File: src/rtl/divider_arbiter.sv
// Round-robin arbiter sharing one multi-cycle divider among NUM_REQ requesters.
// Zero divisors are answered locally; a silent divider is bounded by a timeout.
//
// state   | meaning
// IDLE    | arbitrate; ready strobe to winner, operands latched on that edge
// ISSUE   | one-cycle start pulse to the divider
// WAIT    | waiting for divider result or timeout
// RESPOND | one-cycle result strobe to the granted requester
module divider_arbiter #(
    parameter int WIDTH   = 32,
    parameter int NUM_REQ = 4,
    parameter int TIMEOUT = 64
) (
    input  logic                         clk_in,
    input  logic                         rst_in,
    input  logic [NUM_REQ-1:0]           req_valid_in,
    input  logic [NUM_REQ*WIDTH-1:0]     req_dividend_in,
    input  logic [NUM_REQ*WIDTH-1:0]     req_divisor_in,
    output logic [NUM_REQ-1:0]           req_ready_out,
    output logic [NUM_REQ-1:0]           resp_valid_out,
    output logic [WIDTH-1:0]             resp_quotient_out,
    output logic [WIDTH-1:0]             resp_remainder_out,
    output logic                         resp_error_out,
    output logic [WIDTH-1:0]             div_dividend_out,
    output logic [WIDTH-1:0]             div_divisor_out,
    output logic                         div_valid_out,
    input  logic [WIDTH-1:0]             div_quotient_in,
    input  logic [WIDTH-1:0]             div_remainder_in,
    input  logic                         div_valid_in,
    input  logic                         div_error_in,
    output logic                         busy_out,
    output logic [$clog2(NUM_REQ)-1:0]   grant_id_out
);

    localparam int IDW = $clog2(NUM_REQ);
    localparam int TW  = $clog2(TIMEOUT);

    typedef enum logic [1:0] {IDLE, ISSUE, WAIT, RESPOND} state_t;

    state_t           state, state_next;
    logic [IDW-1:0]   rr_ptr;
    logic [IDW-1:0]   grant_id;
    logic [IDW-1:0]   pick;
    logic             found;
    logic             accept;
    logic             timed_out;
    logic [TW-1:0]    timer;
    logic [WIDTH-1:0] dividend_r, divisor_r, quotient_r, remainder_r;
    logic             error_r;
    logic [WIDTH-1:0] pick_dividend, pick_divisor;

    function automatic logic [IDW-1:0] rr_index(input logic [IDW-1:0] base, input int offset);
        return IDW'((int'(base) + offset) % NUM_REQ);
    endfunction

    // First requester at or after rr_ptr, wrapping.
    always_comb begin
        found = 1'b0;
        pick  = '0;
        for (int k = 0; k < NUM_REQ; k++) begin
            if (!found && req_valid_in[rr_index(rr_ptr, k)]) begin
                found = 1'b1;
                pick  = rr_index(rr_ptr, k);
            end
        end
    end

    assign pick_dividend = req_dividend_in[int'(pick)*WIDTH +: WIDTH];
    assign pick_divisor  = req_divisor_in[int'(pick)*WIDTH +: WIDTH];
    assign accept        = (state == IDLE) && found;
    assign timed_out     = (timer == TW'(TIMEOUT - 1));

    always_comb begin
        state_next = state;
        case (state)
            IDLE:    if (found) state_next = (pick_divisor == '0) ? RESPOND : ISSUE;
            ISSUE:   state_next = WAIT;
            WAIT:    if (div_valid_in || timed_out) state_next = RESPOND;
            RESPOND: state_next = IDLE;
            default: state_next = IDLE;
        endcase
    end

    always_ff @(posedge clk_in or posedge rst_in) begin
        if (rst_in) state <= IDLE;
        else        state <= state_next;
    end

    always_ff @(posedge clk_in or posedge rst_in) begin
        if (rst_in) begin
            rr_ptr      <= '0;
            grant_id    <= '0;
            timer       <= '0;
            dividend_r  <= '0;
            divisor_r   <= '0;
            quotient_r  <= '0;
            remainder_r <= '0;
            error_r     <= 1'b0;
        end else begin
            case (state)
                IDLE: begin
                    if (accept) begin
                        dividend_r <= pick_dividend;
                        divisor_r  <= pick_divisor;
                        grant_id   <= pick;
                        rr_ptr     <= rr_index(pick, 1);
                        if (pick_divisor == '0) begin
                            quotient_r  <= '1;
                            remainder_r <= pick_dividend;
                            error_r     <= 1'b1;
                        end
                    end
                end
                ISSUE: timer <= '0;
                WAIT: begin
                    timer <= timer + TW'(1);
                    // A result arriving on the timeout cycle still wins.
                    if (div_valid_in) begin
                        quotient_r  <= div_quotient_in;
                        remainder_r <= div_remainder_in;
                        error_r     <= div_error_in;
                    end else if (timed_out) begin
                        quotient_r  <= '0;
                        remainder_r <= '0;
                        error_r     <= 1'b1;
                    end
                end
                default: ;
            endcase
        end
    end

    assign req_ready_out      = accept ? (NUM_REQ'(1) << pick) : '0;
    assign resp_valid_out     = (state == RESPOND) ? (NUM_REQ'(1) << grant_id) : '0;
    assign resp_quotient_out  = quotient_r;
    assign resp_remainder_out = remainder_r;
    assign resp_error_out     = error_r;
    assign div_dividend_out   = dividend_r;
    assign div_divisor_out    = divisor_r;
    assign div_valid_out      = (state == ISSUE);
    assign busy_out           = (state != IDLE);
    assign grant_id_out       = grant_id;

endmodule

File: config.mk
export PLATFORM = sky130hd
export DESIGN_NAME = divider_arbiter
export DESIGN_NICKNAME = d
export VERILOG_FILES = /design/src/rtl/divider_arbiter.sv
export SDC_FILE = /design/constraint.sdc
export NUM_CORES = 1
export LEC_CHECK = 0
export ABC_CLOCK_PERIOD_IN_PS = 6600
export CAP_MARGIN = 15
export CORE_AREA = 2 2 183 185
export DETAILED_ROUTE_END_ITERATION = 10
export DIE_AREA = 0 0 185 187
export PLACE_DENSITY = 0.7
export SETUP_SLACK_MARGIN = 0.4
export SLEW_MARGIN = 20
export SYNTH_ARGS = -nofsm -noshare
export SYNTH_HDL_FRONTEND = slang
export SYNTH_SLANG_ARGS = --single-unit
File: constraint.sdc
create_clock -name clk_in -period 6.6 [get_ports clk_in]
set_clock_uncertainty 0.2 [all_clocks]
set_input_delay 0.66 -clock clk_in [delete_from_list [all_inputs] [get_ports clk_in]]
set_output_delay 0.66 -clock clk_in [all_outputs]
set_load 0.02 [all_outputs]
==> summary.txt <==
Status: completed
Residual DRC: 0
Row cnt: 67
Fin. max-slew vios: 0
Final setup vio count: 0
Tightest Hold Check Type: flop to flop
Min cycle time layout: 4.71 ns
Fmax: 0.213 GHz
Maximum fanout along the worst path: 65
Final #Nets: 1717
Pleak: 6.40 nW
CTS sink cnt: 141
Vias in the first global route: 8690
ANT nets after route: 0
Worst endpoint required time: 6.69 ns
Startpoint Class: input pin
Mapped cell area: 0.00843 mm^2
Crit Path Category: input pin to flop
Total Wirelength: 32.5 mm
Internal power: 3.58 mW
Hold WS: 0.272 ns
Ys Warns: 0
Drt first pass iters: 5
IO Count: 469
DR vias: 8388
Initial DRC Count: 374
First-pass GRT wire length: 49.5 mm
RSZ-0062 raised after global routing: no
VDD IR max: 0.379 mV
Avg WL per Cell: 17.7 um
CTS buffer count: 17
GR Util All Layers: 18.6%
Part of the power in registers: 24.3%
Port Buffers: 468
Worst-Margin Slew: 0.946 ns
Core Footprint: 0.0329 mm^2
Finished Layout Cells: 1838
Diode count: 0
Reg clk slew, reported paths: 0.06 ns
Clock tree buffer depth: 2
Design Power: 6.12 mW
Cell Pwr Density: 433 mW/mm^2
FF+latch count, synth: 141
GRT overflow: 0
Post-CTS Hold Buffers: 0
MaxCap Viol Count: 0
Sw Ratio: 41.5%
Post-CTS setup buffers: 0
Period Utilization, post-route: 71.3%
CTS tree: done
Syn nets: 1289
Post-synthesis sequential area ratio: 41.9%
Initial Util: 25.6%
Rel. slew slack: 36.9%
Logic pwr share: 58.5%
Layout cell share with drive strength beyond 1: 8.13%
Die X: 185 um
Mapped Avg Cell Area: 8.85 um^2
Final GP Congestion: 0.892
Number of instances in the placed design: 1809
Die ar.: 0.0346 mm^2
CTS root buf: clkbuf_16
DP HPWL: 24.1 mm
Area grow syn2layout: 67.5%
Distinct cells, synth: 41
Setup TNS: 0 ns
Psw: 2.54 mW
Largest net degree at the start of global routing: 90
Clk Latency, worst-skew pair: 0.42 ns
Final Hold Fails: 0
Clk pwr share: 17.2%
Post-cts resize count: 0
H-tree levels: 4
CP Capture Type: flop
Arr. time, crit path: 4.80 ns
Die Height: 187 um
Synth Instances: 952
Initial antenna violation count: 0
Vias/cell: 4.56
flip-flops by register name, summed over array words and instances (netlist names):
| register | count |
|---|---|
| div_divisor_out | 32 |
| timer | 6 |
| grant_id_out | 2 |
| rr_ptr | 2 |
| resp_quotient_out | 32 |
| resp_remainder_out | 32 |
| resp_error_out | 1 |
| div_dividend_out | 32 |
| state | 2 |
cell usage after synthesis:
master	count	area, um^2
or4_1	1	7.51
o21ai_0	7	35.0
a21boi_1	1	7.51
and2_1	6	37.5
o22a_1	1	8.76
buf_2	8	40.0
xor2_1	1	8.76
nand2b_1	2	12.5
and3_1	36	225
buf_4	1	7.51
and3b_1	1	8.76
nand2_1	406	1520
a22o_1	32	280
nand3_1	4	20.0
a21o_1	1	7.51
nor2b_1	2	12.5
nor4_1	9	56.3
o221ai_2	1	15.0
mux2_4	50	751
ha_1	9	113
clkbuf_1	46	173
inv_1	7	26.3
nor2_1	7	26.3
a21oi_1	7	35.0
nand4_1	2	12.5
o31a_1	1	8.76
mux2_2	15	169
o21a_1	1	7.51
inv_2	2	7.51
buf_1	6	22.5
mux2i_1	87	871
o21ai_1	1	5.00
or3_1	1	6.26
or3b_1	1	8.76
o22ai_1	1	6.26
nor3b_1	2	15.0
clkinv_2	1	5.00
a211oi_1	1	7.51
buf_6	8	90.1
dfrtp_1	141	3530
a31oi_1	35	219
final timing paths:
check,start,end,slack (ns),cells after the start
worst max-delay path,req_valid_in[0],resp_quotient_out[17],1.90,12
worst min-delay path,div_divisor_out[0],div_divisor_out[0],0.27,2
worst max register to register,rr_ptr[1],resp_quotient_out[17],2.16,11
worst min register to register,div_divisor_out[0],div_divisor_out[0],0.27,2
max in group asynchronous,rst_in,resp_quotient_out[22],4.30,3
min in group asynchronous,rst_in,div_divisor_out[14],0.57,2
critical path, cell delays in order:
cell and delay [ns]:
clkdlybuf4s50_1 0.49, a21oi_1 0.16, o21a_1 0.12, o22a_2 0.16, clkinv_2 0.72, mux2i_1 0.32, nor4_1 0.55, nand4_1 0.17
nor4_1 0.56, o21ai_4 0.09, buf_12 0.20, mux2_4 0.41
power by group through the flow:
| stage | Sequential (mW) | Combinational, mW | Clock [mW] |
|---|---|---|---|
| finish | 1.48 | 3.58 | 1.05 |
| global route | 1.53 | 3.87 | 1.12 |
| CTS | 1.48 | 3.62 | 1.10 |
| detailed placement | 1.49 | 3.62 | 0 |
| global placement | 1.48 | 3.56 | 0 |
| floorplan | 1.91 | 1.68 | 0 |
routing by layer:
layer | global-route usage [%] | vias up | part of all wire (%)
li1 | - | 4050 | -
met1 | 22.1 | 3937 | 41
met2 | 32.5 | 354 | 49
met3 | 4.30 | 47 | 6.7
met4 | 6.75 | 0 | 3.1
met5 | 0 | - | 0
cell usage in the layout (no fill, tap or decap), types with 5 or more instances in the layout:
cell / instances
clkdlybuf4s50_1: 468
nand2_1: 406
dfrtp_1: 141
mux2i_1: 87
mux2_4: 50
and3_1: 36
a31oi_1: 35
a22o_1: 32
clkbuf_16: 17
mux2_2: 15
ha_1: 9
nor4_1: 8
buf_4: 8
a21oi_1: 7
o21ai_0: 7
inv_1: 6
nor2_1: 6
and2_1: 6
bufinv_16: 5
logic make-up (layout without fill, tap and decap cells):
logic type | after synthesis | after routing | synth area share, %
AO/OA/AOI/OAI | 90 | 90 | 7.63
XOR/XNOR | 1 | 1 | 0.104
adder cells (fa/ha/maj) | 9 | 9 | 1.34
buffers and inverters | 79 | 517 | 4.41
flip-flops | 141 | 141 | 41.9
multiplexers | 152 | 152 | 21.2
AND/OR/NAND/NOR | 480 | 480 | 23.4
per-stage QoR:
| step | util (%) | instance area [um^2] | setup WS [ns] |
|---|---|---|---|
| 6_report | 42.9 | 14100 | 1.90 |
| 3_5_place_dp | 41.1 | 13500 | 1.60 |
| 5_1_grt | 42.9 | 14100 | 1.79 |
| 2_1_floorplan | - | 8430 | 1.96 |
| 3_3_place_gp | 41.0 | 13500 | 1.63 |
| 4_1_cts | 42.9 | 14100 | 1.94 |
area by class of cell:
class | instances | area (um^2)
sequential | 141 | 3530
fill | 3285 | 18700
multi-input combinational | 732 | 4570
tap | 448 | 561
inverter | 10 | 43.8
timing repair buffer | 478 | 4780
clock buffer | 18 | 429
clock inverter | 11 | 194
(Power assumes the default switching activity.)
